`config.mk`:
```
export PLATFORM = sky130hd
export DESIGN_NAME = fetch_stage
export DESIGN_NICKNAME = d
export VERILOG_FILES = /design/src/rtl/fetch_stage.sv
export SDC_FILE = /design/constraint.sdc
export NUM_CORES = 1
export LEC_CHECK = 0
export ABC_CLOCK_PERIOD_IN_PS = 4450
export BUFFER_PORTS_ARGS = -buffer_cell sky130_fd_sc_hd__buf_2
export CAP_MARGIN = 30
export CORE_MARGIN = 3
export CORE_UTILIZATION = 50
export DETAILED_ROUTE_END_ITERATION = 16
export PLACE_DENSITY = 0.87
export SKIP_LAST_GASP = 1
export SLEW_MARGIN = 20
export SYNTH_ARGS = -nofsm -noshare
export SYNTH_HDL_FRONTEND = slang
export SYNTH_SLANG_ARGS = --single-unit
```
`constraint.sdc`:
```
create_clock -name CLK -period 4.45 [get_ports CLK]
set_clock_uncertainty 0.2 [all_clocks]
set_input_delay 0 -clock CLK [delete_from_list [all_inputs] [get_ports CLK]]
set_output_delay 0 -clock CLK [all_outputs]
set_load 0.02 [all_outputs]
```
`src/rtl/fetch_stage.sv`:
```
// Instruction fetch stage: holds the fetch PC and the IF/ID pipeline register.
// It also handles stall and redirect (jump/branch) and counts consecutive stall cycles.
module fetch_stage #(
    parameter logic [31:0] RESET_PC    = 32'h0000_0000,
    parameter logic [7:0]  STALL_LIMIT = 8'd4
) (
    input  logic        CLK,
    input  logic        rst,
    input  logic        stall,
    input  logic        PCSrcD,
    input  logic [31:0] PCBranchD,
    input  logic        jump,
    input  logic [31:0] PCJumpD,
    input  logic [31:0] imem_rdata,
    output logic [31:0] imem_addr,
    output logic [31:0] InstrD,
    output logic [31:0] PCPlus4D,
    output logic        validD,
    output logic [7:0]  stall_cnt,
    output logic        stall_timeout
);

    localparam logic [31:0] NOP = 32'h0000_0000;

    logic [31:0] pcf_q, pcf_d;
    logic [31:0] instr_q, instr_d;
    logic [31:0] pcplus4_q, pcplus4_d;
    logic        valid_q, valid_d;
    logic [7:0]  stall_cnt_q, stall_cnt_d;
    logic        timeout_q, timeout_d;

    logic [31:0] pcplus4_f;
    logic [31:0] target;
    logic        redirect;

    // NOTE: every always_comb output gets a default first so no path can infer a latch.
    always_comb begin
        pcplus4_f = pcf_q + 32'd4;
        redirect  = jump | PCSrcD;
        target    = (jump ? PCJumpD : PCBranchD) & 32'hFFFF_FFFC;

        pcf_d     = pcf_q;
        instr_d   = instr_q;
        pcplus4_d = pcplus4_q;
        valid_d   = valid_q;

        // Stall beats redirect; decode keeps presenting the redirect until the stall drops.
        if (!stall) begin
            if (redirect) begin
                pcf_d     = target;
                instr_d   = NOP;
                pcplus4_d = 32'h0;
                valid_d   = 1'b0;
            end else begin
                pcf_d     = pcplus4_f;
                instr_d   = imem_rdata;
                pcplus4_d = pcplus4_f;
                valid_d   = 1'b1;
            end
        end

        stall_cnt_d = 8'd0;
        if (stall) begin
            stall_cnt_d = (stall_cnt_q == 8'hFF) ? 8'hFF : stall_cnt_q + 8'd1;
        end
        timeout_d = (stall_cnt_d >= STALL_LIMIT);
    end

    // NOTE: sequential state uses non-blocking assignments only, so all registers update together at the edge.
    always_ff @(posedge CLK) begin
        if (rst) begin
            pcf_q       <= RESET_PC;
            instr_q     <= NOP;
            pcplus4_q   <= 32'h0;
            valid_q     <= 1'b0;
            stall_cnt_q <= 8'd0;
            timeout_q   <= 1'b0;
        end else begin
            pcf_q       <= pcf_d;
            instr_q     <= instr_d;
            pcplus4_q   <= pcplus4_d;
            valid_q     <= valid_d;
            stall_cnt_q <= stall_cnt_d;
            timeout_q   <= timeout_d;
        end
    end

    assign imem_addr     = pcf_q;
    assign InstrD        = instr_q;
    assign PCPlus4D      = pcplus4_q;
    assign validD        = valid_q;
    assign stall_cnt     = stall_cnt_q;
    assign stall_timeout = timeout_q;

endmodule
```
==> run_results.csv, run 1 <==
group,metric,value,unit
sta,setup_ws,1.16,ns
floorplanning,design.die.area,11200,µm²
critical_path,reg2reg_depth,7,
synth,yosys_warnings,0,
synth,ys_ff_latch,102,
synth,syn_area,4980,µm²
critical_path,r2r_end,"imem_addr[4]",
critical_path,worst_setup_path_start_kind,"register",
floorplanning,fp-row-count,35,
detailed_routing,routedWlPerCell,18.6,µm
sta,maxClockFrequency,304,MHz
placed_design,dp_slack,1.51,ns
floorplanning,coreArea,9460,µm²
critical_path,slowest_delay,0.60,ns
detailed_routing,detail-route-antenna-nets,0,
synth,synth-async-reset-ratio,0,%
global_route,overflow,0,
clock_tree,clk_latency,0.36,ns
flow_run,drv_cap,0,
critical_path,r2r_slack,1.16,ns
critical_path,critPathKind,"reg -> reg",
synth,syn_inst,580,
min_path,hp-class,"in -> reg",
critical_path,critical_path_required,4.55,ns
clock_tree,cts_tree,"done",
critical_path,cp_max_fo,10,
min_path,worstHoldStart,"stall",
critical_path,r2r-start,"imem_addr[2]",
floorplanning,initial_core_util,52.6,%
detailed_routing,drt_iter0_markers,564,
min_path,min_to,"PCPlus4D[4]",
final_layout,syn_to_final_growth,42.9,%
global_route,grt_use_total,32.0,%
detailed_routing,drc,0,
synth,avgSynthCellArea,8.58,µm²
sta,finalHoldViolCount,0,
sta,period_share,73.9,%
status,run_status,"finished clean",
sta,setup_tns,0,ns
clock_tree,clockBufferDepth,2,
floorplanning,die_w,106,µm
sta,period_minus_slack,3.29,ns
power_and_ir_drop,p_leak,3.09,nW
detailed_routing,dr_total_vias,6049,
placed_design,portBuffers,198,
global_route,grt_pass1_wl,29500,µm
global_route,grt_max_degree,53,
sta,tightest_slew,0.913,ns
critical_path,crit_chain,"ha_1, inv_1, o311ai_0, o211ai_1, dlygate4sd3_1, a21oi_1, dlygate4sd3_1",
critical_path,cpMostUsedCell,"dlygate4sd3_1",
final_layout,nets,940,
sta,drv_slew,0,
detailed_routing,wirelength,18100,µm
synth,ys_seq_area_share,41.0,%
clock_tree,path_clk_slew,0.10,ns
critical_path,cp.arrival,3.40,ns
min_path,worstHoldPathCells,3,
sta,rsz0062_at_grt,"no",
sta,max_slew_margin,38.6,%
clock_tree,clockRootBuffer,"clkbuf_8",
clock_tree,cts_resized,0,
critical_path,end_kind,"register",
global_route,grt_pass1_vias,6010,
clock_tree,cts_buffers,9,
floorplanning,die_h,106,µm
synth,synth.distinct_cells,60,
clock_tree,cts_setup_buffers,0,
final_layout,drive_gt1_share,27.7,%
synth,synthFlopType,"dfxtp_1",
power_and_ir_drop,ir_drop,0.000212,V
floorplanning,ios,207,
power_and_ir_drop,powerDensity,266,nW/µm²
placed_design,hpwlAfterDp,11300,µm
detailed_routing,avgViaCountPerCell,6.23,
clock_tree,cts_sinks,102,
clock_tree,cts_max_level,3,
sta,finalSetupViolations,0,
final_layout,insertedDiodeCount,0,
global_route,antenna_found_initial,0,
detailed_routing,drt-pass1-iter-count,7,
critical_path,crit_slowest_cell,"dlygate4sd3_1",
placed_design,place_congestion,0.856,
synth,synth-edff-count,0,
power breakdown:
part           leakage (nW)  switching, W  internal [W]
logic                  2.18      0.000185      0.000169
registers             0.831     0.0000519      0.000946
clock network        0.0793      0.000335      0.000207
routing by layer:
layer  up-vias  GRT usage, %  part of all wire, %
li1       2750             -                    -
met1      2784          38.1                   37
met2       428          55.6                   48
met3        87          6.55                   10
met4         0          14.2                  3.9
met5         -             0                    0
flip-flops by register name (all words and copies together), names as in the netlist:
register	count
InstrD	32
stall_timeout	1
validD	1
PCPlus4D	30
stall_cnt	8
imem_addr	30
repair_timing:
action | in CTS | in global routing
setup endpoints to repair | 0 | 0
hold buffers | 99 | 0
hold endpoints to repair | 67 | 0
layout by cell type (no fill, tap or decap), types with 5 or more instances in the layout:
master	count
a31oi_1	10
nor3_1	12
o21ai_0	21
o211ai_1	26
a22o_1	34
a22oi_1	10
o22a_1	5
dlygate4sd3_1	99
a21oi_1	27
or4_1	11
nand2_1	62
nand4_1	25
o311ai_0	6
o2111ai_1	8
a221o_1	6
buf_2	198
buf_4	5
xnor2_1	7
clkbuf_8	9
inv_1	10
a221oi_1	5
nor2_1	15
dfxtp_1	102
nor4_1	10
and3_1	8
mux2i_1	5
nand3_1	39
cells in the mapped netlist (all sizes together) (5+ instances only):
library cell / count / area [µm²]
a21oi: 27 / 135
a221o: 6 / 60.1
a221oi: 5 / 43.8
a22o: 34 / 298
a22oi: 10 / 75.1
a31oi: 10 / 62.6
and3: 8 / 50.1
buf: 14 / 83.8
clkbuf: 46 / 175
dfxtp: 102 / 2040
inv: 10 / 37.5
mux2i: 5 / 50.1
nand2: 62 / 233
nand3: 40 / 213
nand4: 26 / 178
nor2: 16 / 60.1
nor3: 12 / 60.1
nor4: 13 / 103
o2111ai: 8 / 70.1
o211ai: 26 / 195
o21ai: 21 / 105
o22a: 5 / 43.8
o311ai: 6 / 52.6
or4: 12 / 93.8
xnor2: 7 / 61.3
metrics by stage:
stage | cells | hold slack [ns] | power (W) | cell area [µm²] | utilization [%]
floorplan | 583 | -0.0743 | 0.00117 | 4990 | -
global placement | 855 | 0.0101 | 0.00127 | 5940 | 62.8
detailed placement | 856 | 0.0167 | 0.00128 | 5950 | 62.9
CTS | 971 | 0.0511 | 0.00189 | 7120 | 75.2
global route | 971 | 0.0837 | 0.00196 | 7120 | 75.2
finish | 971 | 0.0893 | 0.00190 | 7120 | 75.2
kinds of logic after synthesis:
kind of cell,Yosys count,share of synthesized area [%]
simple gates,207,22.5
compound gates,184,27.5
flops,102,41.0
buf+inv,71,6.03
xor+xnor,8,1.41
mux,5,1.01
fa+ha+maj,2,0.503
other cells,1,0.0753
critical path, delay by kind of cell, from the launching register on:
family                     cells  cell delay (ns)
buffers and inverters          3             1.33
DFF                            1             0.57
adders and majority gates      1             0.45
AOI/OAI and AO/OA              3             0.68
final cells by class:
| cell class | count | area (µm²) |
|---|---|---|
| multi-input combinational | 410 | 2660 |
| inverter | 11 | 41.3 |
| fill | 707 | 2340 |
| clock buffer | 10 | 128 |
| timing repair buffer | 303 | 2030 |
| clock inverter | 6 | 45.0 |
| tap | 129 | 161 |
| sequential | 102 | 2040 |
how the worst max path moves through the flow:
| stage | from | to | slack, ns | cells past startpoint |
|---|---|---|---|---|
| 2_1_floorplan | imem_addr[11] | imem_addr[21] | 2.20 | 6 |
| 3_3_place_gp | stall | stall_cnt[4] | 1.55 | 7 |
| 3_5_place_dp | stall | stall_cnt[4] | 1.51 | 7 |
| 4_1_cts | imem_addr[2] | imem_addr[4] | 1.30 | 7 |
| 5_1_grt | imem_addr[2] | imem_addr[4] | 0.99 | 7 |
| 6_report | imem_addr[2] | imem_addr[4] | 1.16 | 7 |
(Power assumes the default switching activity.)
==> run 2, diff against run 1 <==
ABC_AREA = 1   (was default)
ABC_CLOCK_PERIOD_IN_PS = 2990   (was 4450)
CORE_UTILIZATION = 43   (was 50)
PLACE_DENSITY = 0.81   (was 0.87)
clock period = 2.99 ns   (was 4.45 ns; I/O delays follow)
==> run_results.csv, run 2 <==
group,metric,value,unit
critical_path,crit_chain,"dlygate4sd3_1, buf_2, inv_1, nor2_4, nand2_1, dlygate4sd3_1, nand2_1, dlygate4sd3_1, o211ai_1, dlygate4sd3_1, nand2_1",
flow_run,drv_cap,0,
status,run_status,"finished clean",
min_path,hp-class,"in -> reg",
floorplanning,ios,207,
placed_design,numPlacedInstances,937,
final_layout,largest_reg_flops,32,
clock_tree,cts_sinks,102,
final_layout,layout_commonest_cell,"buf_2",
final_layout,syn_to_final_growth,51.3,%
global_route,overflow,0,
global_route,grt_max_degree,57,
clock_tree,cts_max_level,3,
final_layout,layoutNonFillerInstCount,1068,
min_path,worstHoldStart,"imem_rdata[5]",
clock_tree,clockBufferDepth,2,
global_route,grt_use_total,26.9,%
critical_path,r2r_end,"imem_addr[12]",
synth,yosys_warnings,0,
floorplanning,coreArea,10500,µm²
sta,period_share,95.4,%
clock_tree,path_clk_slew,0.10,ns
global_route,antenna_found_initial,1,
detailed_routing,wirelength,16700,µm
synth,synth_compound_area_share,21.8,%
sta,rsz0062_at_grt,"no",
synth,synthFlopType,"dfxtp_1",
global_route,grt_pass1_wl,27400,µm
final_layout,most-common-layout-cells,"buf_2, nand2_1, dlygate4sd3_1",
sta,finalSetupViolations,0,
sta,period_minus_slack,2.85,ns
detailed_routing,drt-pass1-iter-count,5,
critical_path,cpMostUsedCell,"dlygate4sd3_1",
placed_design,portBuffers,198,
power_and_ir_drop,ir_drop,0.000348,V
synth,synthSimpleGateAreaFrac,25.2,%
critical_path,critPathKind,"in -> reg",
synth,ys_ff_latch,102,
synth,syn_area,4720,µm²
sta,tightest_slew,0.749,ns
synth,synthAdderAreaFrac,0.530,%
sta,finalHoldViolCount,0,
synth,synth_largest_area_cell,"dfxtp_1",
synth,synthTopCellsByArea,"dfxtp_1, nand2_1, a22o_1",
floorplanning,die_w,111,µm
critical_path,cp.arrival,2.97,ns
sta,drv_slew,0,
critical_path,critical-path-top-delay-family,"buffers and inverters",
critical_path,worst_setup_path_start_kind,"primary input",
power_and_ir_drop,finalPower,0.00297,W
synth,yosys-top-cells-count,"nand2_1, dfxtp_1, a21oi_1",
synth,synthXorXnorAreaFrac,0.928,%
synth,avgSynthCellArea,7.49,µm²
clock_tree,cts_tree,"done",
detailed_routing,detail-route-antenna-nets,0,
synth,synth.distinct_cells,32,
detailed_routing,drt_iter0_markers,411,
clock_tree,clockRootBuffer,"clkbuf_8",
sta,setup_ws,0.138,ns
final_layout,nets,1030,
synth,synth_most_common_cell,"nand2_1",
detailed_routing,avgViaCountPerCell,5.26,
synth,syn_inst,630,
synth,synth_top_family_by_area,"simple AND/OR/NAND/NOR gates",
floorplanning,initial_core_util,44.9,%
floorplanning,design.die.area,12300,µm²
global_route,grt_pass1_vias,5535,
critical_path,end_kind,"register",
synth,muxShareOfSynthArea,0,%
critical_path,r2r_slack,0.59,ns
synth,synth-edff-count,0,
detailed_routing,dr_total_vias,5623,
min_path,min_to,"InstrD[5]",
critical_path,r2r-start,"imem_addr[3]",
critical_path,slowest_delay,0.59,ns
final_layout,drive_gt1_share,27.0,%
final_layout,final_util,68.0,%
placed_design,place_congestion,0.913,
placed_design,hpwlAfterDp,10200,µm
critical_path,critical_path_required,3.10,ns
clock_tree,cts_setup_buffers,0,
floorplanning,die_h,111,µm
power_and_ir_drop,p_leak,3.41,nW
synth,synth_top_area_share,43.3,%
clock_tree,cts_buffers,9,
power_and_ir_drop,powerDensity,415,nW/µm²
sta,setup_tns,0,ns
detailed_routing,drc,0,
sta,maxClockFrequency,351,MHz
min_path,worstHoldPathCells,3,
critical_path,cp_max_fo,11,
final_layout,insertedDiodeCount,0,
synth,synth-async-reset-ratio,0,%
synth,ys_seq_area_share,43.3,%
floorplanning,fp-row-count,37,
critical_path,crit_buf_inv,6,
sta,max_slew_margin,50.1,%
placed_design,dp_slack,1.12,ns
critical_path,crit_slowest_cell,"dlygate4sd3_1",
detailed_routing,routedWlPerCell,15.7,µm
clock_tree,clk_latency,0.37,ns
critical_path,reg2reg_depth,11,
[run 2: cell types whose count changed in the layout (fill, tap and decap cells not counted), moves of 10 or more]
cell,previous run,this run
nor4_1,10,0
inv_1,10,49
o21ai_0,21,38
nor2_1,15,40
nand2_1,62,149
dlygate4sd3_1,99,115
o211ai_1,26,13
or4_1,11,0
nand4_1,25,7
a21oi_1,27,51
[run 2: power breakdown]
group          leakage, nW  total (W)  switching (W)  internal [W]
Combinational         2.48   0.000580       0.000305      0.000275
Clock               0.0993   0.000907       0.000492      0.000415
Sequential           0.835    0.00148      0.0000611       0.00142
[run 2: layout make-up]
class,instances,area (µm²)
repair buffers,320,2210
clock buffers,10,138
flip-flops and latches,102,2040
clock inverters,6,67.6
well taps,136,170
fillers,844,3370
multi-input cells,439,2310
inverters,55,206
[run 2: worst register-to-register path, delay by kind of cell, from the launching register on]
family	cells	cell delay (ns)
AOI/OAI and AO/OA	1	0.15
adders and majority gates	1	0.19
buffers and inverters	2	0.62
DFF	1	0.39
and+or+nand+nor	7	0.78
[run 2: cells by family (layout without fill, tap and decap cells)]
family,after synthesis,after routing
and+or+nand+nor,267,267
AOI/OAI and AO/OA,161,161
DFF,102,102
buffers and inverters,92,391
xor gates and xnor gates,5,5
adders and majority gates,2,2
other,1,4
[run 2: per-stage QoR]
| step | instance area, µm² | hold slack, ns |
|---|---|---|
| 6_report | 7140 | 0.183 |
| 5_1_grt | 7140 | 0.175 |
| 4_1_cts | 7140 | 0.163 |
| 3_5_place_dp | 5780 | 0.0123 |
| 3_3_place_gp | 5760 | 0.00920 |
| 2_1_floorplan | 4730 | -0.0745 |
[run 2: what timing repair did]
item / in CTS / in global routing
hold buffers: 115 / 0
gates resized for setup: 0 / 1
endpoints found under the setup margin: 0 / 1
hold endpoints to repair: 83 / 0
[run 2: how the worst max path moves through the flow]
stage                  from             to  slack (ns)  cells past startpoint
2_1_floorplan  stall_cnt[0]  stall_timeout        1.19                      8
3_3_place_gp           jump  imem_addr[10]        1.12                      6
3_5_place_dp           jump  imem_addr[10]        1.12                      6
4_1_cts              PCSrcD  imem_addr[28]        0.05                     11
5_1_grt              PCSrcD  imem_addr[28]        0.05                     11
6_report             PCSrcD  imem_addr[28]        0.14                     11
[run 2: per-layer routing]
metal	part of all wire [%]	up-vias	global-route usage, %	wire length (µm)
met5	0.096	-	0	16
met4	1.6	2	7.31	272
met3	11	32	8.79	1760
met2	49	313	47.2	8160
met1	39	2561	31.4	6530
li1	-	2715	-	-
==> run 3, diff against run 2 <==
CORE_ASPECT_RATIO = 0.8   (was default)
==> run_results.csv, run 3 (synthesis results as in run 2) <==
group,metric,value,unit
detailed_routing,drc,0,
detailed_routing,drt_iter0_markers,394,
status,run_status,"finished clean",
critical_path,cp.arrival,2.51,ns
power_and_ir_drop,finalPower,0.00306,W
sta,setup_ws,0.506,ns
global_route,grt_use_total,25.6,%
detailed_routing,dr_total_vias,5427,
critical_path,end_kind,"register",
global_route,antenna_found_initial,0,
floorplanning,fp-row-count,33,
global_route,met2_usage,43.1,%
global_route,met3_usage,5.91,%
sta,drv_slew,0,
final_layout,register_area,2040,µm²
placed_design,dp_slack,1.00,ns
detailed_routing,avgViaCountPerCell,5.12,
global_route,grt_pass1_wl,25200,µm
global_route,busiest_layer,"met2",
sta,finalHoldViolCount,0,
final_layout,drive_gt1_share,26.9,%
clock_tree,clockBufferDepth,2,
final_layout,largest_reg_flops,32,
sta,maxClockFrequency,402,MHz
final_layout,nets,1020,
floorplanning,die_h,99.7,µm
clock_tree,cts_resized,0,
flow_run,drv_cap,0,
power_and_ir_drop,powerDensity,433,nW/µm²
sta,max_slew_margin,54.1,%
final_layout,final_cell_area,7070,µm²
sta,setup_tns,0,ns
floorplanning,initial_core_util,45.0,%
detailed_routing,routedWlPerCell,15.0,µm
placed_design,portBuffers,198,
min_path,hp-class,"in -> reg",
power_and_ir_drop,p_leak,3.39,nW
clock_tree,clk_latency,0.34,ns
final_layout,most-common-layout-cells,"buf_2, nand2_1, dlygate4sd3_1",
detailed_routing,detail-route-antenna-nets,0,
clock_tree,cts_max_level,3,
final_layout,n_fill_cell,908,
floorplanning,design.die.area,12300,µm²
sta,tightest_slew,0.688,ns
sta,finalSetupViolations,0,
detailed_routing,wirelength,15900,µm
global_route,overflow,0,
final_layout,multiInputGateArea,2310,µm²
placed_design,place_congestion,0.923,
critical_path,critical_path_required,3.01,ns
floorplanning,coreArea,10500,µm²
floorplanning,die_w,123,µm
global_route,grt_max_degree,51,
critical_path,critPathKind,"in -> reg",
sta,period_share,83.1,%
critical_path,cp_max_fo,32,
critical_path,worst_setup_path_start_kind,"primary input",
power_and_ir_drop,ir_drop,0.000249,V
clock_tree,path_clk_slew,0.06,ns
sta,rsz0062_at_grt,"no",
final_layout,layout_commonest_cell,"buf_2",
global_route,grt_pass1_vias,5246,
floorplanning,ios,207,
detailed_routing,drt-pass1-iter-count,5,
global_route,grt_util_met1,32.5,%
clock_tree,clockRootBuffer,"clkbuf_16",
placed_design,hpwlAfterDp,10400,µm
final_layout,insertedDiodeCount,0,
clock_tree,cts_buffers,9,
sta,period_minus_slack,2.48,ns
clock_tree,cts_sinks,102,
final_layout,syn_to_final_growth,49.7,%
clock_tree,cts_tree,"done",
placed_design,placed_area,5770,µm²
[run 3: layout make-up]
type	count	share of cell area (%)
multi-input combinational	439	32.6
clock inverter	2	0.177
clock buffer	11	3.29
tap	140	2.48
timing repair buffer	310	29.6
sequential	102	28.9
inverter	55	2.92
[run 3: report_power, final]
part | switching [W] | leakage [nW] | internal, W
Combinational | 0.000293 | 2.43 | 0.000263
Sequential | 0.0000618 | 0.835 | 0.00142
Clock | 0.000477 | 0.117 | 0.000550
[run 3: routing by layer]
layer	routed length, µm	vias to the layer above
met3	1280	28
met5	0	-
li1	-	2692
met4	339	0
met2	7660	238
met1	6610	2469
[run 3: through the flow]
step / util, % / hold slack, ns / instances
floorplan: - / -0.0745 / 633
CTS: 67.4 / 0.0115 / 1059
finish: 67.4 / 0.0253 / 1059
global route: 67.4 / 0.0534 / 1059
detailed placement: 55.0 / 0.0125 / 941
global placement: 55.0 / 0.00852 / 941
[run 3: worst paths after layout]
kind	depth (start not counted)	to	slack, ns	startpoint
worst max-delay path	7	imem_addr[21]	0.51	jump
worst min-delay path	5	PCPlus4D[24]	0.03	PCSrcD
worst max register to register	12	imem_addr[14]	0.54	imem_addr[3]
worst min register to register	2	PCPlus4D[31]	0.25	PCPlus4D[31]
[run 3: repair_timing]
item | in CTS | in global routing
endpoints found under the hold margin | 69 | 0
hold buffers | 105 | 0
setup buffers | 0 | 0
[run 3: worst max-delay path: stages]
cell and delay [ns]:
buf_2 0.54, nor2_2 0.16, buf_4 0.28, a221oi_1 0.29, dlygate4sd3_1 0.61, a21oi_1 0.07
dlygate4sd3_1 0.56
